## config.mk

```make
export PLATFORM = sky130hd
export DESIGN_NAME = axi_mem_preloader
export DESIGN_NICKNAME = d
export VERILOG_FILES = /design/src/rtl/axi_boot_pkg.sv /design/src/rtl/preload_beat_fifo.sv /design/src/rtl/axi_mem_preloader.sv
export SDC_FILE = /design/constraint.sdc
export NUM_CORES = 2
export LEC_CHECK = 0
export CAP_MARGIN = 0
export CORE_MARGIN = 2
export CORE_UTILIZATION = 40
export CTS_CLUSTER_SIZE = 8
export DETAILED_ROUTE_END_ITERATION = 7
export PLACE_DENSITY = 0.63
export SLEW_MARGIN = 20
export SYNTH_ARGS = -nofsm -noshare
export SYNTH_HDL_FRONTEND = slang
export SYNTH_HIERARCHICAL = 1
export SYNTH_SLANG_ARGS = --single-unit
export TNS_END_PERCENT = 1
```

## constraint.sdc

```tcl
create_clock -name clock -period 20.3 [get_ports clock]
set_input_delay 2.03 -clock clock [delete_from_list [all_inputs] [get_ports clock]]
set_output_delay 2.03 -clock clock [all_outputs]
set_load 0.03 [all_outputs]
```

## src/rtl/axi_boot_pkg.sv

```systemverilog
`default_nettype none
// ============================================================================
// Module      : axi_boot_pkg
// Description : Shared AXI constants, preloader state encoding and the
//               buffered write-beat type used by the boot-time preloader.
// Revision    : 1.0 - initial release
// ============================================================================
package axi_boot_pkg;

    localparam logic [2:0] AXI_SIZE_8B    = 3'd3;
    localparam logic [1:0] AXI_BURST_INCR = 2'b01;
    localparam logic [1:0] AXI_RESP_OKAY  = 2'b00;

    typedef enum logic [2:0] {
        ST_HDR  = 3'd0,
        ST_FILL = 3'd1,
        ST_AW   = 3'd2,
        ST_W    = 3'd3,
        ST_B    = 3'd4,
        ST_DONE = 3'd5,
        ST_ERR  = 3'd6
    } state_t;

    typedef struct packed {
        logic [63:0] data;
        logic [7:0]  strb;
    } beat_t;

endpackage
`default_nettype wire

```

## src/rtl/preload_beat_fifo.sv

```systemverilog
`default_nettype none
// ============================================================================
// Module      : preload_beat_fifo
// Description : Synchronous first-word-fall-through FIFO of write beats.
//               Ports: clk/rst (active-high sync), i_push/i_push_data,
//               i_pop, o_head (current head beat), o_count, o_full, o_empty.
//               Push and pop together while full are accepted; pop while
//               empty is ignored.
// Revision    : 1.0 - initial release
// ============================================================================
module preload_beat_fifo
    import axi_boot_pkg::*;
#(
    parameter  int DEPTH = 16,
    localparam int CNT_W = $clog2(DEPTH + 1)
) (
    input  logic             clk,
    input  logic             rst,
    input  logic             i_push,
    input  beat_t            i_push_data,
    input  logic             i_pop,
    output beat_t            o_head,
    output logic [CNT_W-1:0] o_count,
    output logic             o_full,
    output logic             o_empty
);

    localparam int c_PTR_W = (DEPTH > 1) ? $clog2(DEPTH) : 1;

    beat_t              r_mem [DEPTH];
    logic [c_PTR_W-1:0] r_wr_ptr;
    logic [c_PTR_W-1:0] r_rd_ptr;
    logic [CNT_W-1:0]   r_count;

    logic w_do_pop;
    logic w_do_push;

    function automatic logic [c_PTR_W-1:0] next_ptr(input logic [c_PTR_W-1:0] p);
        return (p == c_PTR_W'(DEPTH - 1)) ? '0 : p + 1'b1;
    endfunction

    assign o_full    = (r_count == CNT_W'(DEPTH));
    assign o_empty   = (r_count == '0);
    assign o_count   = r_count;
    assign o_head    = r_mem[r_rd_ptr];
    assign w_do_pop  = i_pop && !o_empty;
    // A pop in the same cycle frees the slot being written.
    assign w_do_push = i_push && (!o_full || w_do_pop);

    always_ff @(posedge clk) begin
        if (w_do_push) begin
            r_mem[r_wr_ptr] <= i_push_data;
        end
    end

    always_ff @(posedge clk) begin
        if (rst) begin
            r_wr_ptr <= '0;
            r_rd_ptr <= '0;
            r_count  <= '0;
        end else begin
            if (w_do_push) begin
                r_wr_ptr <= next_ptr(r_wr_ptr);
            end
            if (w_do_pop) begin
                r_rd_ptr <= next_ptr(r_rd_ptr);
            end
            case ({w_do_push, w_do_pop})
                2'b10:   r_count <= r_count + 1'b1;
                2'b01:   r_count <= r_count - 1'b1;
                default: r_count <= r_count;
            endcase
        end
    end

endmodule
`default_nettype wire

```

## src/rtl/axi_mem_preloader.sv

```systemverilog
`default_nettype none
// ============================================================================
// Module      : axi_mem_preloader
// Description : Boot-time loader owning the memory AXI write port while the
//               core is held in reset. Takes a byte stream (8-byte LE length
//               header + image), packs bytes into 64-bit beats, writes them
//               with INCR bursts starting at BASE_ADDR, then releases the core.
//               Ports: clock/reset_n (sync active-low); s_* host byte stream;
//               m_aw*/m_w*/m_b* AXI write master; mem_owner, core_reset_n,
//               done, error status.
// Revision    : 1.0 - initial release
// ============================================================================
module axi_mem_preloader
    import axi_boot_pkg::*;
#(
    parameter int          ADDR_W    = 64,
    parameter int          ID_W      = 5,
    parameter logic [63:0] BASE_ADDR = 64'h8000_0000,
    parameter int          MAX_BEATS = 16
) (
    input  logic              clock,
    input  logic              reset_n,
    input  logic              s_valid,
    output logic              s_ready,
    input  logic [7:0]        s_data,
    output logic              m_awvalid,
    input  logic              m_awready,
    output logic [ADDR_W-1:0] m_awaddr,
    output logic [7:0]        m_awlen,
    output logic [2:0]        m_awsize,
    output logic [1:0]        m_awburst,
    output logic [ID_W-1:0]   m_awid,
    output logic              m_wvalid,
    input  logic              m_wready,
    output logic [63:0]       m_wdata,
    output logic [7:0]        m_wstrb,
    output logic              m_wlast,
    input  logic              m_bvalid,
    output logic              m_bready,
    input  logic [1:0]        m_bresp,
    output logic              mem_owner,
    output logic              core_reset_n,
    output logic              done,
    output logic              error
);

    localparam int c_CNT_W       = $clog2(MAX_BEATS + 1);
    localparam int c_BURST_SHIFT = $clog2(MAX_BEATS * 8);

    state_t              r_state;
    logic                r_armed;       // keeps s_ready low while reset is held
    logic [2:0]          r_hdr_cnt;
    logic [63:0]         r_len;
    logic [63:0]         r_accepted;
    logic [63:0]         r_pack_data;
    logic [2:0]          r_lane;
    logic [ADDR_W-1:0]   r_burst_idx;
    logic [7:0]          r_awlen;
    logic [7:0]          r_wbeat;
    logic                r_awvalid;
    logic                r_bready;
    logic                r_mem_owner;
    logic                r_core_reset_n;
    logic                r_done;
    logic                r_error;

    logic                w_fifo_rst;
    logic                w_fire;
    logic                w_hdr_fire;
    logic                w_pay_fire;
    logic                w_payload_state;
    logic                w_final;
    logic                w_beat_done;
    logic [63:0]         w_len_next;
    logic [63:0]         w_pack_next;
    logic                w_push;
    beat_t               w_push_beat;
    logic                w_pop;
    beat_t               w_head;
    logic [c_CNT_W-1:0]  w_count;
    logic                w_full;
    logic                w_empty;

    assign w_payload_state = (r_state == ST_FILL) || (r_state == ST_AW) ||
                             (r_state == ST_W)    || (r_state == ST_B);

    // Payload bytes are only taken while a FIFO slot is free and LEN is not
    // yet reached, so the accepted count can never pass LEN.
    assign s_ready = r_armed &&
                     ((r_state == ST_HDR) ||
                      (w_payload_state && !w_full && (r_accepted != r_len)));

    assign w_fire      = s_valid && s_ready;
    assign w_hdr_fire  = w_fire && (r_state == ST_HDR);
    assign w_pay_fire  = w_fire && (r_state != ST_HDR);
    assign w_len_next  = {s_data, r_len[63:8]};
    assign w_final     = ((r_accepted + 64'd1) == r_len);
    assign w_beat_done = (r_lane == 3'd7) || w_final;
    assign w_pack_next = r_pack_data | ({56'd0, s_data} << {r_lane, 3'b000});

    // Lanes above the final byte stay zero because the packer clears per beat.
    assign w_push           = w_pay_fire && w_beat_done;
    assign w_push_beat.data = w_pack_next;
    assign w_push_beat.strb = 8'hFF >> (3'd7 - r_lane);

    assign w_pop      = (r_state == ST_W) && m_wready && !w_empty;
    assign w_fifo_rst = !reset_n;

    preload_beat_fifo #(
        .DEPTH (MAX_BEATS)
    ) u_beat_fifo (
        .clk         (clock),
        .rst         (w_fifo_rst),
        .i_push      (w_push),
        .i_push_data (w_push_beat),
        .i_pop       (w_pop),
        .o_head      (w_head),
        .o_count     (w_count),
        .o_full      (w_full),
        .o_empty     (w_empty)
    );

    assign m_awvalid    = r_awvalid;
    assign m_awaddr     = BASE_ADDR[ADDR_W-1:0] + (r_burst_idx << c_BURST_SHIFT);
    assign m_awlen      = r_awlen;
    assign m_awsize     = AXI_SIZE_8B;
    assign m_awburst    = AXI_BURST_INCR;
    assign m_awid       = '0;
    assign m_wvalid     = (r_state == ST_W) && !w_empty;
    assign m_wdata      = w_head.data;
    assign m_wstrb      = w_head.strb;
    assign m_wlast      = (r_state == ST_W) && (r_wbeat == r_awlen);
    assign m_bready     = r_bready;
    assign mem_owner    = r_mem_owner;
    assign core_reset_n = r_core_reset_n;
    assign done         = r_done;
    assign error        = r_error;

    always_ff @(posedge clock) begin
        if (!reset_n) begin
            r_state        <= ST_HDR;
            r_armed        <= 1'b0;
            r_hdr_cnt      <= '0;
            r_len          <= '0;
            r_accepted     <= '0;
            r_pack_data    <= '0;
            r_lane         <= '0;
            r_burst_idx    <= '0;
            r_awlen        <= '0;
            r_wbeat        <= '0;
            r_awvalid      <= 1'b0;
            r_bready       <= 1'b0;
            r_mem_owner    <= 1'b1;
            r_core_reset_n <= 1'b0;
            r_done         <= 1'b0;
            r_error        <= 1'b0;
        end else begin
            r_armed <= 1'b1;

            if (w_hdr_fire) begin
                r_len     <= w_len_next;
                r_hdr_cnt <= r_hdr_cnt + 3'd1;
            end

            if (w_pay_fire) begin
                r_accepted <= r_accepted + 64'd1;
                if (w_beat_done) begin
                    r_pack_data <= '0;
                    r_lane      <= '0;
                end else begin
                    r_pack_data <= w_pack_next;
                    r_lane      <= r_lane + 3'd1;
                end
            end

            case (r_state)
                ST_HDR: begin
                    if (w_hdr_fire && (r_hdr_cnt == 3'd7)) begin
                        if (w_len_next == 64'd0) begin
                            r_state        <= ST_DONE;
                            r_done         <= 1'b1;
                            r_mem_owner    <= 1'b0;
                            r_core_reset_n <= 1'b1;
                        end else begin
                            r_state <= ST_FILL;
                        end
                    end
                end
                ST_FILL: begin
                    // Burst when the buffer is full or the whole image is buffered.
                    if (w_full || ((r_accepted == r_len) && !w_empty)) begin
                        r_state   <= ST_AW;
                        r_awvalid <= 1'b1;
                        r_awlen   <= 8'(w_count) - 8'd1;
                    end
                end
                ST_AW: begin
                    if (m_awready) begin
                        r_awvalid <= 1'b0;
                        r_wbeat   <= '0;
                        r_state   <= ST_W;
                    end
                end
                ST_W: begin
                    if (w_pop) begin
                        if (m_wlast) begin
                            r_state  <= ST_B;
                            r_bready <= 1'b1;
                        end else begin
                            r_wbeat <= r_wbeat + 8'd1;
                        end
                    end
                end
                ST_B: begin
                    if (m_bvalid) begin
                        r_bready <= 1'b0;
                        if (m_bresp == AXI_RESP_OKAY) begin
                            r_burst_idx <= r_burst_idx + 1'b1;
                            if (!w_empty || (r_accepted != r_len)) begin
                                r_state <= ST_FILL;
                            end else begin
                                r_state        <= ST_DONE;
                                r_done         <= 1'b1;
                                r_mem_owner    <= 1'b0;
                                r_core_reset_n <= 1'b1;
                            end
                        end else begin
                            r_state <= ST_ERR;
                            r_error <= 1'b1;
                        end
                    end
                end
                ST_DONE: r_state <= ST_DONE;
                ST_ERR:  r_state <= ST_ERR;
                default: r_state <= ST_HDR;
            endcase
        end
    end

endmodule
`default_nettype wire

```

==> results.cfg <==
[run_status]
status = finished, final reports clean

[floorplan]
die_x_um = 388
num_rows = 140
die_area_um2 = 150000
dieHeight_um = 388
start_util = 0.403
core-area_um2 = 146000
io-pin-count = 179

[route]
detail_route.first_pass.iterations = 6
drcViolationCount = 0
wl_mm = 145
detail_route.wl_per_cell_um = 24.3
drtIter0Drc = 3635
via_count = 33700
routed_via_density = 5.65
ant_nets = 0

[global_routing]
antenna_found_initial = 1
grt_usage = 0.191
grt_max_degree = 152
grt_pass1_wl_mm = 216
grt.overflow.total = 0
grt_pass1_vias = 33300

[job]
maxCapViolations = 0

[place]
place_area_um2 = 62300
place_congestion = 0.899
portBuffers = 161
dp_hpwl_mm = 86.4

[critical_path]
start_kind = input pin
path_delay_family = simple AND/OR/NAND/NOR gates
cpMaxStageDelayCell = and3_4
crit_arrival_ns = 7.94
crit_path_end_kind = flip-flop
crit_chain = clkdlybuf4s50_1, nand2_1, nor4b_1, o21a_4, nand4_1, or4_4, nor4_4, buf_4, a21o_1, inv_1, a21o_1, nor2_1, and3_4, buf_4
cpPeakStageDelay_ns = 0.65
path_max_fanout = 68
worst-path-buf-inv = 4
criticalPathCategory = input pin to flip-flop
cp.required_ns = 20.71

[synthesis]
netlist_top_cells_area = edfxtp_1 59%, mux4_2 11%, dfxtp_1 10%
avgSynthCellArea_um2 = 15.6
yosys.area.top_type_share = 0.588
yosys.cell_types.count = 70
ys_async_sr_fraction = 0
synth_area_leader_cell = edfxtp_1
synth_warnings = 6
synth_common_cells = 1152 x edfxtp_1, 320 x nand2_1, 295 x dfxtp_1
synth.cell_area_um2 = 58900
ys_ff_latch = 1447
yosysMostFrequentCell = edfxtp_1
synth_ff_type = edfxtp_1
ys_seq_area_frac = 0.688
synth-edff-count = 1152
postSynthCellCount = 3784

[sta]
final.period_utilization = 0.371
finClkSkew_ns = 0.0454
relSlewSlack = 0.236
hold_ws_ns = 0.445
rsz0062_at_grt = false
slew_viol_final = 0
fin_crit_ns = 7.53
setup_violations = 0
setup_tns_ns = 0
hold_viol = 0
tightest_slew_ns = 1.15
fmax_mhz = 133

[hold_path]
hold_class = flip-flop to flip-flop

[power]
p_leak_nw = 21.9
peakVddDrop_uv = 72.1
powerDensity_nw_per_um2 = 91.4

[clock_network]
cts_hold_buf = 0
clk_pin_slew_ns = 0.05
cts.repair.resized = 0
cts_buffers = 199
cts_setup_buffers = 0
clock_latency_ns = 0.81
tritoncts = built
h-tree-depth = 4
ctsRootBufferMaster = clkbuf_16
clock-sinks = 1447
clock_path_buffers = 3

[cells_and_area]
final_core_util = 0.465
area_growth_pct = 15.1
diodes = 0
final_area_um2 = 67800
nNetsFinal = 3995
final_layout_size_suffix_gt1_frac = 0.158
## worst register-to-register path: cells and delay by family, from the launching register on
kind	cells	cell delay (ns)
flops	1	0.50
simple gates	9	3.64
buf+inv	3	1.45
compound gates	3	1.22
## stage by stage
stage               setup WS, ns  cells  total power [mW]
detailed placement         11.97   5675              3.28
global route               12.42   5953              6.38
floorplan                  10.56   3815              3.26
CTS                        12.63   5953              6.25
finish                     12.77   5953              6.19
global placement           12.01   5675              3.28
## power breakdown
group          total (mW)  internal, mW  switching (mW)
sequential           3.17          3.17         0.00231
clock                2.97          1.79            1.18
combinational      0.0503        0.0103          0.0400
total                6.19          4.97            1.23
## cell usage in the layout, fill, tap and decap left out, types with 20 or more instances in the layout
master              n
nor4_1             45
inv_1              28
nand4_1            80
a31o_2             34
nor3_1            105
or3_1              31
a22oi_1           144
clkbuf_16         201
nand3_1            67
o21ai_0           103
buf_4              52
edfxtp_1         1152
clkdlybuf4s50_1   161
clkbuf_1           64
conb_1             33
nand2_1           319
nor2_1            188
xor2_1            122
xnor2_1           117
a21o_1             36
and2_1             20
dfxtp_1           292
mux4_2            288
a21oi_1           122
## registers in the layout, indices dropped and copies added (netlist names), named ones only
signal,flops
r_state,3
r_lane,3
r_armed,1
r_wbeat,8
u_beat_fifo/r_wr_ptr,4
r_pack_data,64
r_burst_idx,57
done,1
mem_owner,1
r_hdr_cnt,3
m_awvalid,1
error,1
u_beat_fifo/r_rd_ptr,4
u_beat_fifo/r_mem,1152
m_bready,1
r_len,64
r_accepted,64
m_awlen,6
u_beat_fifo/o_count,5
## path summary, 6_finish.rpt
check,startpoint,end,slack (ns),cells past startpoint
max,s_valid,u_beat_fifo/r_mem[9][5]$_DFFE_PP_,12.77,14
min,mem_owner$_SDFFE_PN1P_,mem_owner$_SDFFE_PN1P_,0.44,2
max reg2reg,r_accepted[4]$_SDFFE_PN0P_,u_beat_fifo/r_mem[9][5]$_DFFE_PP_,13.03,15
min reg2reg,mem_owner$_SDFFE_PN1P_,mem_owner$_SDFFE_PN1P_,0.44,2
## per-layer routing
metal	wire length (µm)	track usage
met2	67800	0.297
met1	64100	0.275
met5	0	0
met3	9570	0.0320
met4	3290	0.0571
## area by class of cell
cell class | instances | area (µm²)
Fill cell | 12500 | 78100
Sequential cell | 1447 | 40500
Multi-Input combinational cell | 2067 | 17200
Clock inverter | 11 | 221
Tap cell | 1917 | 2400
Inverter | 29 | 114
Timing Repair Buffer | 215 | 2040
Clock buffer | 267 | 5300
## cell families (layout without fill, tap and decap cells)
group / Yosys count / in the layout / share of synthesized area
xor gates and xnor gates: 239 / 239 / 0.0356
muxes: 301 / 301 / 0.112
adders and majority gates: 21 / 21 / 0.00455
and+or+nand+nor: 977 / 977 / 0.0805
buffers and inverters: 301 / 522 / 0.0243
other: 2 / 33 / 0.000128
DFF: 1447 / 1447 / 0.688
AOI/OAI and AO/OA: 496 / 496 / 0.0547
(Power assumes the default switching activity.)
